==> src/rtl/ram_burst_controller_pkg.sv <==
// Shared definitions for the RAM burst initiator: state encoding,
// default bus widths and the supported read-latency window.
package ram_burst_controller_pkg;

  localparam int DEFAULT_ADDR_WIDTH = 4;
  localparam int DEFAULT_DATA_WIDTH = 4;

  localparam int READ_LATENCY_MIN = 1;
  localparam int READ_LATENCY_MAX = 4;

  // The wait counter is loaded with latency-1, so it only needs to hold 0..MAX-1.
  localparam int WAIT_WIDTH = $clog2(READ_LATENCY_MAX);

  typedef enum logic [2:0] {
    IDLE    = 3'd0,
    WR_BEAT = 3'd1,
    RD_ADDR = 3'd2,
    RD_WAIT = 3'd3,
    RD_HOLD = 3'd4
  } state_t;

endpackage

==> src/rtl/ram_burst_controller.sv <==
// Burst initiator for the single-port RAM bank wrapper: one RAM access per beat,
// write beats streamed in via valid/ready, read beats streamed out via valid/ready.
module ram_burst_controller
  import ram_burst_controller_pkg::*;
#(
  parameter int ADDR_WIDTH   = DEFAULT_ADDR_WIDTH,
  parameter int DATA_WIDTH   = DEFAULT_DATA_WIDTH,
  parameter int READ_LATENCY = 1
) (
  input  logic                  clock,
  input  logic                  reset_n,
  input  logic                  cmd_valid,
  output logic                  cmd_ready,
  input  logic                  cmd_write,
  input  logic [ADDR_WIDTH-1:0] cmd_address,
  input  logic [ADDR_WIDTH-1:0] cmd_length,
  input  logic                  wdata_valid,
  output logic                  wdata_ready,
  input  logic [DATA_WIDTH-1:0] wdata,
  output logic                  rdata_valid,
  input  logic                  rdata_ready,
  output logic [DATA_WIDTH-1:0] rdata,
  output logic                  rdata_last,
  output logic [ADDR_WIDTH-1:0] ram_address,
  output logic [DATA_WIDTH-1:0] ram_data,
  output logic                  ram_read_mode,
  output logic                  ram_write_mode,
  input  logic [DATA_WIDTH-1:0] ram_data_out,
  output logic                  busy,
  output logic                  done
);

  // Out-of-range latencies saturate to the supported window.
  localparam int LATENCY = (READ_LATENCY < READ_LATENCY_MIN) ? READ_LATENCY_MIN :
                           (READ_LATENCY > READ_LATENCY_MAX) ? READ_LATENCY_MAX :
                           READ_LATENCY;
  localparam logic [WAIT_WIDTH-1:0] WAIT_LOAD = WAIT_WIDTH'(LATENCY - 1);

  state_t                  state_reg,   state_next;
  logic [ADDR_WIDTH-1:0]   address_reg, address_next;
  logic [ADDR_WIDTH-1:0]   length_reg,  length_next;
  logic [ADDR_WIDTH-1:0]   beat_reg,    beat_next;
  logic [WAIT_WIDTH-1:0]   wait_reg,    wait_next;
  logic [DATA_WIDTH-1:0]   rdata_reg,   rdata_next;
  logic                    done_reg,    done_next;
  logic                    last_beat;

  always_ff @(posedge clock or negedge reset_n) begin
    if (!reset_n) begin
      state_reg   <= IDLE;
      address_reg <= '0;
      length_reg  <= '0;
      beat_reg    <= '0;
      wait_reg    <= '0;
      rdata_reg   <= '0;
      done_reg    <= 1'b0;
    end else begin
      state_reg   <= state_next;
      address_reg <= address_next;
      length_reg  <= length_next;
      beat_reg    <= beat_next;
      wait_reg    <= wait_next;
      rdata_reg   <= rdata_next;
      done_reg    <= done_next;
    end
  end

  assign last_beat = (beat_reg == length_reg);

  always_comb begin
    state_next     = state_reg;
    address_next   = address_reg;
    length_next    = length_reg;
    beat_next      = beat_reg;
    wait_next      = wait_reg;
    rdata_next     = rdata_reg;
    done_next      = 1'b0;
    cmd_ready      = 1'b0;
    wdata_ready    = 1'b0;
    rdata_valid    = 1'b0;
    rdata_last     = 1'b0;
    ram_data       = '0;
    ram_read_mode  = 1'b0;
    ram_write_mode = 1'b0;

    case (state_reg)
      IDLE: begin
        cmd_ready = 1'b1;
        if (cmd_valid) begin
          address_next = cmd_address;
          length_next  = cmd_length;
          beat_next    = '0;
          state_next   = cmd_write ? WR_BEAT : RD_ADDR;
        end
      end

      WR_BEAT: begin
        wdata_ready    = 1'b1;
        ram_data       = wdata;
        // The RAM commits on the same edge that completes the beat handshake.
        ram_write_mode = wdata_valid;
        if (wdata_valid) begin
          if (last_beat) begin
            state_next = IDLE;
            done_next  = 1'b1;
          end else begin
            address_next = address_reg + 1'b1;
            beat_next    = beat_reg + 1'b1;
          end
        end
      end

      RD_ADDR: begin
        ram_read_mode = 1'b1;
        wait_next     = WAIT_LOAD;
        state_next    = RD_WAIT;
      end

      RD_WAIT: begin
        ram_read_mode = 1'b1;
        if (wait_reg == '0) begin
          rdata_next = ram_data_out;
          state_next = RD_HOLD;
        end else begin
          wait_next = wait_reg - 1'b1;
        end
      end

      RD_HOLD: begin
        rdata_valid = 1'b1;
        rdata_last  = last_beat;
        if (rdata_ready) begin
          if (last_beat) begin
            state_next = IDLE;
            done_next  = 1'b1;
          end else begin
            address_next = address_reg + 1'b1;
            beat_next    = beat_reg + 1'b1;
            state_next   = RD_ADDR;
          end
        end
      end

      default: state_next = IDLE;
    endcase
  end

  assign ram_address = address_reg;
  assign rdata       = rdata_reg;
  assign busy        = (state_reg != IDLE);
  assign done        = done_reg;

endmodule
==> config.mk <==
export PLATFORM = sky130hd
export DESIGN_NAME = ram_burst_controller
export DESIGN_NICKNAME = d
export VERILOG_FILES = /design/src/rtl/ram_burst_controller_pkg.sv /design/src/rtl/ram_burst_controller.sv
export SDC_FILE = /design/constraint.sdc
export NUM_CORES = 1
export LEC_CHECK = 0
export BUFFER_PORTS_ARGS = -buffer_cell sky130_fd_sc_hd__buf_4
export CAP_MARGIN = 20
export CORE_MARGIN = 10
export CORE_UTILIZATION = 45
export CTS_CLUSTER_SIZE = 25
export DETAILED_ROUTE_END_ITERATION = 10
export PLACE_DENSITY = 0.72
export RECOVER_POWER = 100
export SLEW_MARGIN = 40
export SYNTH_ARGS = -nofsm -noshare
export SYNTH_HDL_FRONTEND = slang
export SYNTH_SLANG_ARGS = --single-unit
==> constraint.sdc <==
create_clock -name clock -period 1.5 [get_ports clock]
set_input_delay 0.225 -clock clock [delete_from_list [all_inputs] [get_ports clock]]
set_output_delay 0.225 -clock clock [all_outputs]
set_load 0.01 [all_outputs]
==> out/results.ini, run 1 <==
[outcome]
outcome = finished with violations
violations = setup timing

[floorplan]
die_area_um2 = 5340
chip_width_um = 73.1
design.core.area_um2 = 2730
num_io_pins = 42
rows = 19
die_h_um = 73.1
floorplan.initialDensity_pct = 46.4

[pwr]
switching_share_pct = 40.5
total_power_consumption_mw = 5.56
pwr-share-comb_pct = 71.8
power.share.sequential_pct = 19.6
worst_ir_drop_vdd_v = 0.00193
power_density_over_the_cells_nw_per_um2 = 2360
p_int_mw = 3.30
clock_power_share_pct = 8.6
total_switching_power_mw = 2.25
total_leakage_power_nw = 1.08

[sta]
setup_tns_ns = -4.81
finalWorstPathRequiredPeriod_ns = 1.78
fin_hold_ws_ns = 0.128
timing_max_transition_violations_final = 0
timing.final.ws_setup_ns = -0.284
setup_repair_after_global_routing_missed_its_margin = yes
worst_slew_margin_rel_pct = 62.7
worst_pin_slew_ns = 0.559
clock-skew-final_ns = 0.00224
timing_hold_violations_final = 0
max_freq_mhz = 560
post-route-period-util_pct = 119
setup_viol = 25

[route]
first_iter_violations = 122
drc_errors = 0
vias = 1460
wl_per_cell_um = 22.9
route.antenna.remaining_nets = 0
post_dr_vias_cell = 5.96
detail_route.first_pass.iterations = 4
post_detailed_routing_wire_length_um = 5620

[synth]
synth-async-reset-ratio_pct = 100
synth_top_area_cell = dfrtp_1
synth-seq-cells = 22
synth.yosys.warnings = 0
netlist_instances = 124
syn_area_um2 = 1270
synth-edff-count = 0
synth-seq-area-share_pct = 43.4
syn_avg_cell_area_um2 = 10.2
postSynth.topFlopCell = dfrtp_1
netlist_top_cells_area = dfrtp_1 (43%), mux2_2 (7.1%), inv_1 (3.6%)
yosysTopAreaCellShare_pct = 43.4
syn-num-nets = 149
synth.distinct_cells = 42

[clocking]
clockBufferDepth = 2
root_buffer_cell = clkbuf_4
clk_pin_slew_worst_setup_hold_paths_ns = 0.14
htree_levels = 1
clock_network_latency_to_the_later_pin_of_the_worst_skew_pair_ns = 0.32
cts_tree = yes
cts.sinks = 22
tritoncts.num_buffers = 3

[placement]
gp_congestion = 0.816
place.port_buffers = 41
place.detailed.instances = 219
dp_hpwl_um = 2910
dpl_worst_slack_ns = -0.133

[worst_setup_path]
cp_slowest_cell = dfrtp_1
most_numerous_cell_on_the_critical_path = buf_6
critical_path_class = reg -> reg
endpoint_kind = flip-flop
path_cells = buf_6, buf_6, mux2i_4, a2bb2oi_4, or2_4, buf_6, o211ai_1
critPathMaxStageDelay_ns = 0.47
timing.critical_path.arrival_ns = 2.01
start_kind = flip-flop
worst_ep_required_time_ns = 1.72
crit_path_max_fanout = 3

[global_routing]
met1_usage_pct = 17.9
gr-usage-met2_pct = 30.3
grt_max_degree = 23
met3_usage_pct = 4.22
initial_antenna_violation_count = 0
grt_pass1_vias = 1534
gr-usage-all-layers_pct = 17.1
grt_pass1_wl_um = 7250
grt-busiest-layer = met2
global_route_overflow = 0

[layout]
num-fill-cells = 144
mostFrequentLayoutCell = buf_4
layout.cells.most_common_list = buf_4 (50), buf_6 (28), dfrtp_1 (21)
multi_input_comb_area_um2 = 890
ff_latch_area_um2 = 552
num_antenna_cells = 0
synthToLayoutAreaGrowth_pct = 85.4
final-instance-count-excl-fill = 245
net_count_of_the_finished_layout = 240
post_route_cells_drive_above_1_share_pct = 63.1

[hold_path]
hold_path_class = in -> reg

[flow_run]
cap_violations = 0

==> per-layer routing <==
layer	vias up	wire length (um)
met5	-	0
met4	0	223
met3	21	386
met2	69	2950
met1	728	2060
li1	642	-
==> Yosys cell counts, drive strengths merged (3+ instances only) <==
| cell | instances |
|---|---|
| a22oi | 4 |
| o22ai | 5 |
| inv | 12 |
| nor2 | 5 |
| and2 | 5 |
| nor3 | 5 |
| o21ai | 5 |
| mux2 | 8 |
| dfrtp | 22 |
| buf | 3 |
| xnor2 | 5 |
| o211ai | 5 |
| nand3 | 4 |
| ha | 3 |
==> layout make-up <==
type	count	share of cell area, %
clock buffer	3	0.958
clock inverter	1	1.28
inverter	12	2.24
multi-input combinational	85	37.9
sequential	22	23.5
tap	31	1.65
timing repair buffer	91	32.5
==> metrics by stage <==
stage	util, %	instance area (um2)
finish	85.9	2350
global route	85.9	2350
CTS	78.0	2130
detailed placement	67.0	1830
global placement	67.0	1830
floorplan	-	1310
==> power by group through the flow <==
stage | registers (mW) | clock network, mW | logic, mW
floorplan | 1.06 | 0 | 1.41
global placement | 1.06 | 0 | 2.54
detailed placement | 1.09 | 0 | 2.61
CTS | 1.06 | 0.472 | 3.20
global route | 1.12 | 0.498 | 4.20
finish | 1.09 | 0.478 | 3.99
==> critical path: cells and delay by family, from the launching register on <==
kind / cells / cell delay [ns]
simple gates: 1 / 0.25
mux: 1 / 0.19
flops: 1 / 0.47
buf+inv: 3 / 0.39
compound gates: 2 / 0.38
==> worst paths after layout <==
check	slack, ns	cells after the start	endpoint	start
worst max-delay path	-0.28	7	ram_address[3]	state_reg[2]
worst min-delay path	0.13	2	rdata[1]	ram_data_out[1]
worst max register to register	-0.28	7	ram_address[3]	state_reg[2]
worst min register to register	0.53	1	rdata[1]	rdata[1]
max in group asynchronous	0.68	2	state_reg[0]	reset_n
min in group asynchronous	0.43	2	ram_address[2]	reset_n
==> cells by family (layout without fill, tap and decap cells) <==
| kind of cell | after synthesis | after routing | synth area share [%] |
|---|---|---|---|
| simple gates | 36 | 36 | 17.3 |
| compound gates | 31 | 31 | 18.0 |
| flops | 22 | 22 | 43.4 |
| buf+inv | 17 | 107 | 6.22 |
| mux | 10 | 10 | 8.69 |
| xor+xnor | 5 | 5 | 3.45 |
| fa+ha+maj | 3 | 3 | 2.96 |
==> repair_timing <==
| action | in CTS | in global routing |
|---|---|---|
| setup buffers | 16 | 6 |
| resized for setup | 31 | 44 |
| hold buffers | 1 | 0 |
| pin swaps | 14 | 17 |
| cloned | 1 | 0 |
| setup endpoints to repair | 28 | 27 |
| hold endpoints to repair | 22 | 0 |
(Power assumes the default switching activity.)
==> run 2: changes to the inputs <==
- REMOVE_ABC_BUFFERS: default -> 1
==> run 2 against run 1 <==
- clock-buffer cell count unchanged
- sequential power about the same
- die area unchanged
- highest routed layer unchanged
- combinational power decreased by 8.8%
- first-iteration DRC count decreased by 57%
- critical endpoint is now rdata_last
- the run still ends with setup timing left
==> out/results.ini, run 2 (synthesis gave the netlist of run 1 again) <==
[route]
drc_errors = 0  ; unchanged
detail_route.first_pass.iterations = 4  ; unchanged
post_detailed_routing_wire_length_um = 5140  ; -8.6%
wl_per_cell_um = 21.2  ; -7.5%
route.antenna.remaining_nets = 0  ; unchanged
vias = 1412  ; -3.3%
first_iter_violations = 52  ; -57%
post_dr_vias_cell = 5.83  ; -2.1%

[global_routing]
grt_pass1_vias = 1436  ; -6.4%
gr-usage-all-layers_pct = 17.2  ; +0.060 points
grt_pass1_wl_um = 7180  ; -0.87%
initial_antenna_violation_count = 0  ; unchanged
global_route_overflow = 0  ; unchanged
grt_max_degree = 23  ; unchanged

[pwr]
total_leakage_power_nw = 1.04  ; -3.6%
power_density_over_the_cells_nw_per_um2 = 2280  ; -3.6%
total_power_consumption_mw = 5.22  ; -6.0%
worst_ir_drop_vdd_v = 0.00184  ; -4.7%

[sta]
clock-skew-final_ns = 0.00714  ; +0.00491 ns
timing_hold_violations_final = 0  ; unchanged
worst_slew_margin_rel_pct = 62.0  ; -0.75 points
worst_pin_slew_ns = 0.570  ; +0.0112 ns
setup_tns_ns = -2.90  ; +1.91 ns
max_freq_mhz = 558  ; -0.39%
setup_viol = 20  ; -20%
timing_max_transition_violations_final = 0  ; unchanged
setup_repair_after_global_routing_missed_its_margin = yes
post-route-period-util_pct = 119  ; +0.46 points
fin_hold_ws_ns = 0.118  ; -0.0106 ns
finalWorstPathRequiredPeriod_ns = 1.79  ; +0.00690 ns
timing.final.ws_setup_ns = -0.291  ; -0.00690 ns

[worst_setup_path]
path_cells = xnor2_2, nand4_1, buf_6, nor2_4, buf_6
worst-path-buf-inv = 2  ; -1
endpoint_kind = primary output
critPathTopFamily = flip-flops
start_kind = flip-flop
critPathMaxStageDelay_ns = 0.45  ; -0.02 ns
crit_path_max_fanout = 2  ; -1
most_numerous_cell_on_the_critical_path = buf_6
critical_path_class = reg -> out
cp_slowest_cell = dfrtp_1
timing.critical_path.arrival_ns = 1.57  ; -0.44 ns
worst_ep_required_time_ns = 1.27  ; -0.45 ns

[flow_run]
cap_violations = 0  ; unchanged

[clocking]
clockBufferDepth = 2  ; unchanged
clk_pin_slew_worst_setup_hold_paths_ns = 0.14  ; about the same
cts.sinks = 22  ; unchanged
htree_levels = 1  ; unchanged
tritoncts.num_buffers = 3  ; unchanged
root_buffer_cell = clkbuf_4
cts_tree = yes
clock_network_latency_to_the_later_pin_of_the_worst_skew_pair_ns = 0.33  ; about the same

[layout]
layout.cells.most_common_list = buf_4 (48), buf_6 (29), dfrtp_1 (18)
final-instance-count-excl-fill = 242  ; -1.2%
mostFrequentLayoutCell = buf_4
num-fill-cells = 147  ; +2.1%
layout.cell_area.non_filler_um2 = 2290  ; -2.5%
ff_latch_area_um2 = 556  ; +0.68%
post_route_cells_drive_above_1_share_pct = 64.9  ; +1.8 points
net_count_of_the_finished_layout = 237  ; -1.3%
num_antenna_cells = 0  ; unchanged
final_core_util_pct = 83.8  ; -2.2 points
synthToLayoutAreaGrowth_pct = 80.8
multi_input_comb_area_um2 = 858  ; -3.5%

[floorplan]
floorplan.initialDensity_pct = 46.4  ; unchanged
chip_width_um = 73.1  ; unchanged
die_h_um = 73.1  ; unchanged
die_area_um2 = 5340  ; unchanged
num_io_pins = 42  ; unchanged
design.core.area_um2 = 2730  ; unchanged
rows = 19  ; unchanged

[outcome]
outcome = finished with violations
violations = setup timing

[placement]
dpl_worst_slack_ns = -0.0814  ; +0.0517 ns
place.port_buffers = 41  ; unchanged
dp_hpwl_um = 2770  ; -4.9%
placed_cell_area_um2 = 1730  ; -5.5%
place.detailed.instances = 211  ; -3.7%
gp_congestion = 0.808  ; -0.97%

[hold_path]
hold_path_class = in -> reg

## run 2: worst paths after layout
path                       slack (ns)       startpoint              to  cells after the start
max                             -0.29    length_reg[3]      rdata_last                      5
min                              0.12  ram_data_out[0]        rdata[0]                      2
max reg2reg                     -0.22    length_reg[3]    state_reg[0]                      5
min reg2reg                      0.53         rdata[0]        rdata[0]                      1
max in group asynchronous        0.68          reset_n    state_reg[0]                      2
min in group asynchronous        0.40          reset_n  ram_address[0]                      2
## run 2: cell type report
class	count	area share, %
clock buffers	3	0.983
multi-input cells	85	37.5
flip-flops and latches	22	24.2
clock inverters	1	1.31
inverters	12	2.18
repair buffers	88	32.1
well taps	31	1.69
## run 2: what timing repair did
action                                 CTS  global route
hold buffers                             1             0
pin swaps                               17            14
endpoints found under the hold margin   22             0
setup buffers                           19             8
gates resized for setup                 52            27
setup endpoints to repair               28            30
## run 2: where the power goes
group	leakage, nW	total [mW]	switching (mW)	internal, mW
Combinational	0.741	3.64	1.64	2.00
Sequential	0.267	1.10	0.257	0.846
Clock	0.0279	0.481	0.211	0.271
## run 2: per-layer routing
layer / routed length [um] / GRT usage, %
met3: 391 / 5.71
met5: 0 / 0
met1: 2000 / 17.3
met2: 2650 / 31.4
met4: 93 / 6.75
## run 2: worst reg2reg max path: stages (launching register included)
cell and delay (ns):
dfrtp_1 0.45, xnor2_2 0.23, nand4_1 0.19, buf_4 0.19, or3_1 0.31, a31o_2 0.25
==> run 3: changes to the inputs <==
- CAP_MARGIN: 20 -> default
- CTS_BUF_LIST: default -> sky130_fd_sc_hd__clkbuf_8 sky130_fd_sc_hd__clkbuf_16
==> run 3 against run 2 <==
- the run still ends with setup timing left
- design area about the same
- clock-buffer cell count unchanged
- clock skew decreased by 0.0057 ns
- clock power increased by 19%
- critical endpoint is now ram_data[1]
- largest cell class unchanged
- largest power group unchanged
- highest routed layer unchanged
==> out/results.ini, run 3 (synthesis gave the netlist of run 1 again) <==
[outcome]
violations = setup timing
outcome = finished with violations

[layout]
num-fill-cells = 139  ; -5.4%
synthToLayoutAreaGrowth_pct = 80.7  ; about the same
final_core_util_pct = 83.8  ; about the same
layout.cell_area.non_filler_um2 = 2290  ; about the same
num_antenna_cells = 0  ; unchanged
mostFrequentLayoutCell = buf_4
final-instance-count-excl-fill = 239  ; -1.2%
net_count_of_the_finished_layout = 234  ; -1.3%
layout.cells.most_common_list = buf_4 (49), buf_6 (24), dfrtp_1 (17)
post_route_cells_drive_above_1_share_pct = 63.9  ; -0.99 points

[sta]
worst_pin_slew_ns = 0.589  ; +0.0188 ns
timing.final.ws_setup_ns = -0.189  ; +0.102 ns
setup_repair_after_global_routing_missed_its_margin = yes
timing_max_transition_violations_final = 0  ; unchanged
finalWorstPathRequiredPeriod_ns = 1.69  ; -0.102 ns
fin_hold_ws_ns = 0.163  ; +0.0455 ns
worst_slew_margin_rel_pct = 60.7  ; -1.3 points
post-route-period-util_pct = 113  ; -6.8 points
setup_viol = 22  ; +10%
clock-skew-final_ns = 0.00146  ; -0.00568 ns
max_freq_mhz = 592  ; +6.1%
timing_hold_violations_final = 0  ; unchanged
setup_tns_ns = -2.33  ; +0.568 ns

[global_routing]
grt-busiest-layer = met2
gr-usage-met2_pct = 30.2  ; -1.2 points
gr-usage-all-layers_pct = 17.2  ; +0.037 points
met3_usage_pct = 6.53  ; +0.82 points
initial_antenna_violation_count = 0  ; unchanged
met1_usage_pct = 17.6  ; +0.35 points
grt_pass1_vias = 1467  ; +2.2%
grt_pass1_wl_um = 7220  ; +0.58%
grt_max_degree = 23  ; unchanged
global_route_overflow = 0  ; unchanged

[flow_run]
cap_violations = 0  ; unchanged

[clocking]
cts.sinks = 22  ; unchanged
htree_levels = 1  ; unchanged
clock_network_latency_to_the_later_pin_of_the_worst_skew_pair_ns = 0.27  ; -0.06 ns
clk_pin_slew_worst_setup_hold_paths_ns = 0.08  ; -0.06 ns
tritoncts.num_buffers = 3  ; unchanged
cts_tree = yes
root_buffer_cell = clkbuf_8
clockBufferDepth = 2  ; unchanged

[floorplan]
rows = 19  ; unchanged
chip_width_um = 73.1  ; unchanged
floorplan.initialDensity_pct = 46.4  ; unchanged
die_area_um2 = 5340  ; unchanged
num_io_pins = 42  ; unchanged
design.core.area_um2 = 2730  ; unchanged
die_h_um = 73.1  ; unchanged

[worst_setup_path]
path_cells = buf_6, nor3_4, buf_6, and2_4, buf_6
timing.critical_path.arrival_ns = 1.46  ; -0.11 ns
endpoint_kind = primary output
most_numerous_cell_on_the_critical_path = buf_6
start_kind = flip-flop
critPathMaxStageDelay_ns = 0.44  ; about the same
worst_ep_required_time_ns = 1.27  ; about the same
startpoint = state_reg[2]
critical_path_class = reg -> out
crit-reg2reg-launch = state_reg[2]
crit_path_max_fanout = 5  ; +3
cp_slowest_cell = dfrtp_2

[pwr]
total_leakage_power_nw = 1.03  ; -0.47%
worst_ir_drop_vdd_v = 0.00219  ; +19%
power_density_over_the_cells_nw_per_um2 = 2330  ; +2.3%
total_power_consumption_mw = 5.34  ; +2.2%

[placement]
dp_hpwl_um = 2770  ; unchanged
gp_congestion = 0.808  ; unchanged
place.port_buffers = 41  ; unchanged
dpl_worst_slack_ns = -0.0814  ; unchanged
place.detailed.instances = 211  ; unchanged
placed_cell_area_um2 = 1730  ; unchanged

[route]
post_detailed_routing_wire_length_um = 4940  ; -3.8%
vias = 1398  ; -0.99%
post_dr_vias_cell = 5.85  ; +0.25%
wl_per_cell_um = 20.7  ; -2.6%
first_iter_violations = 72  ; +38%
drc_errors = 0  ; unchanged
detail_route.first_pass.iterations = 4  ; unchanged
route.antenna.remaining_nets = 0  ; unchanged

[hold_path]
timing.hold.worst.start = rdata_ready
hold_path_class = in -> reg

==> run 3: final timing paths <==
check                                 end  slack [ns]  depth (start not counted)
min reg2reg                      rdata[0]        0.52                          1
min in group asynchronous  ram_address[0]        0.48                          2
max in group asynchronous    state_reg[0]        0.60                          2
min                          state_reg[2]        0.16                          2
max reg2reg                ram_address[1]       -0.14                          6
max                           ram_data[1]       -0.19                          5
==> run 3: routing by layer <==
metal | part of all wire, % | vias to the layer above | wire length (um)
li1 | - | 621 | -
met1 | 38 | 690 | 1880
met2 | 50 | 76 | 2490
met3 | 8.2 | 11 | 407
met4 | 3.5 | 0 | 171
met5 | 0 | - | 0
==> run 3: final cells by class <==
cell class	count	area [um2]	share of cell area (%)
Multi-Input combinational cell	85	871	38.0
Timing Repair Buffer	85	702	30.7
Sequential cell	22	557	24.3
Inverter	12	50.0	2.19
Clock buffer	3	41.3	1.80
Tap cell	31	38.8	1.69
Clock inverter	1	30.0	1.31
==> run 3: power breakdown <==
group	leakage (nW)	internal, mW	switching (mW)
Clock	0.0357	0.357	0.213
Combinational	0.730	2.02	1.65
Sequential	0.266	0.849	0.254
Total	1.03	3.23	2.11
==> run 3: critical path, delay by kind of cell (launching register included) <==
kind          cells  cell delay (ns)
buf+inv           3             0.37
flops             1             0.44
simple gates      2             0.37
==> run 3: repair_timing <==
| item | CTS | global route |
|---|---|---|
| hold buffers | 1 | 0 |
| hold endpoints to repair | 22 | 0 |
| pin swaps | 19 | 12 |
| gates resized for setup | 58 | 22 |
| setup endpoints to repair | 28 | 29 |
| setup buffers | 16 | 7 |
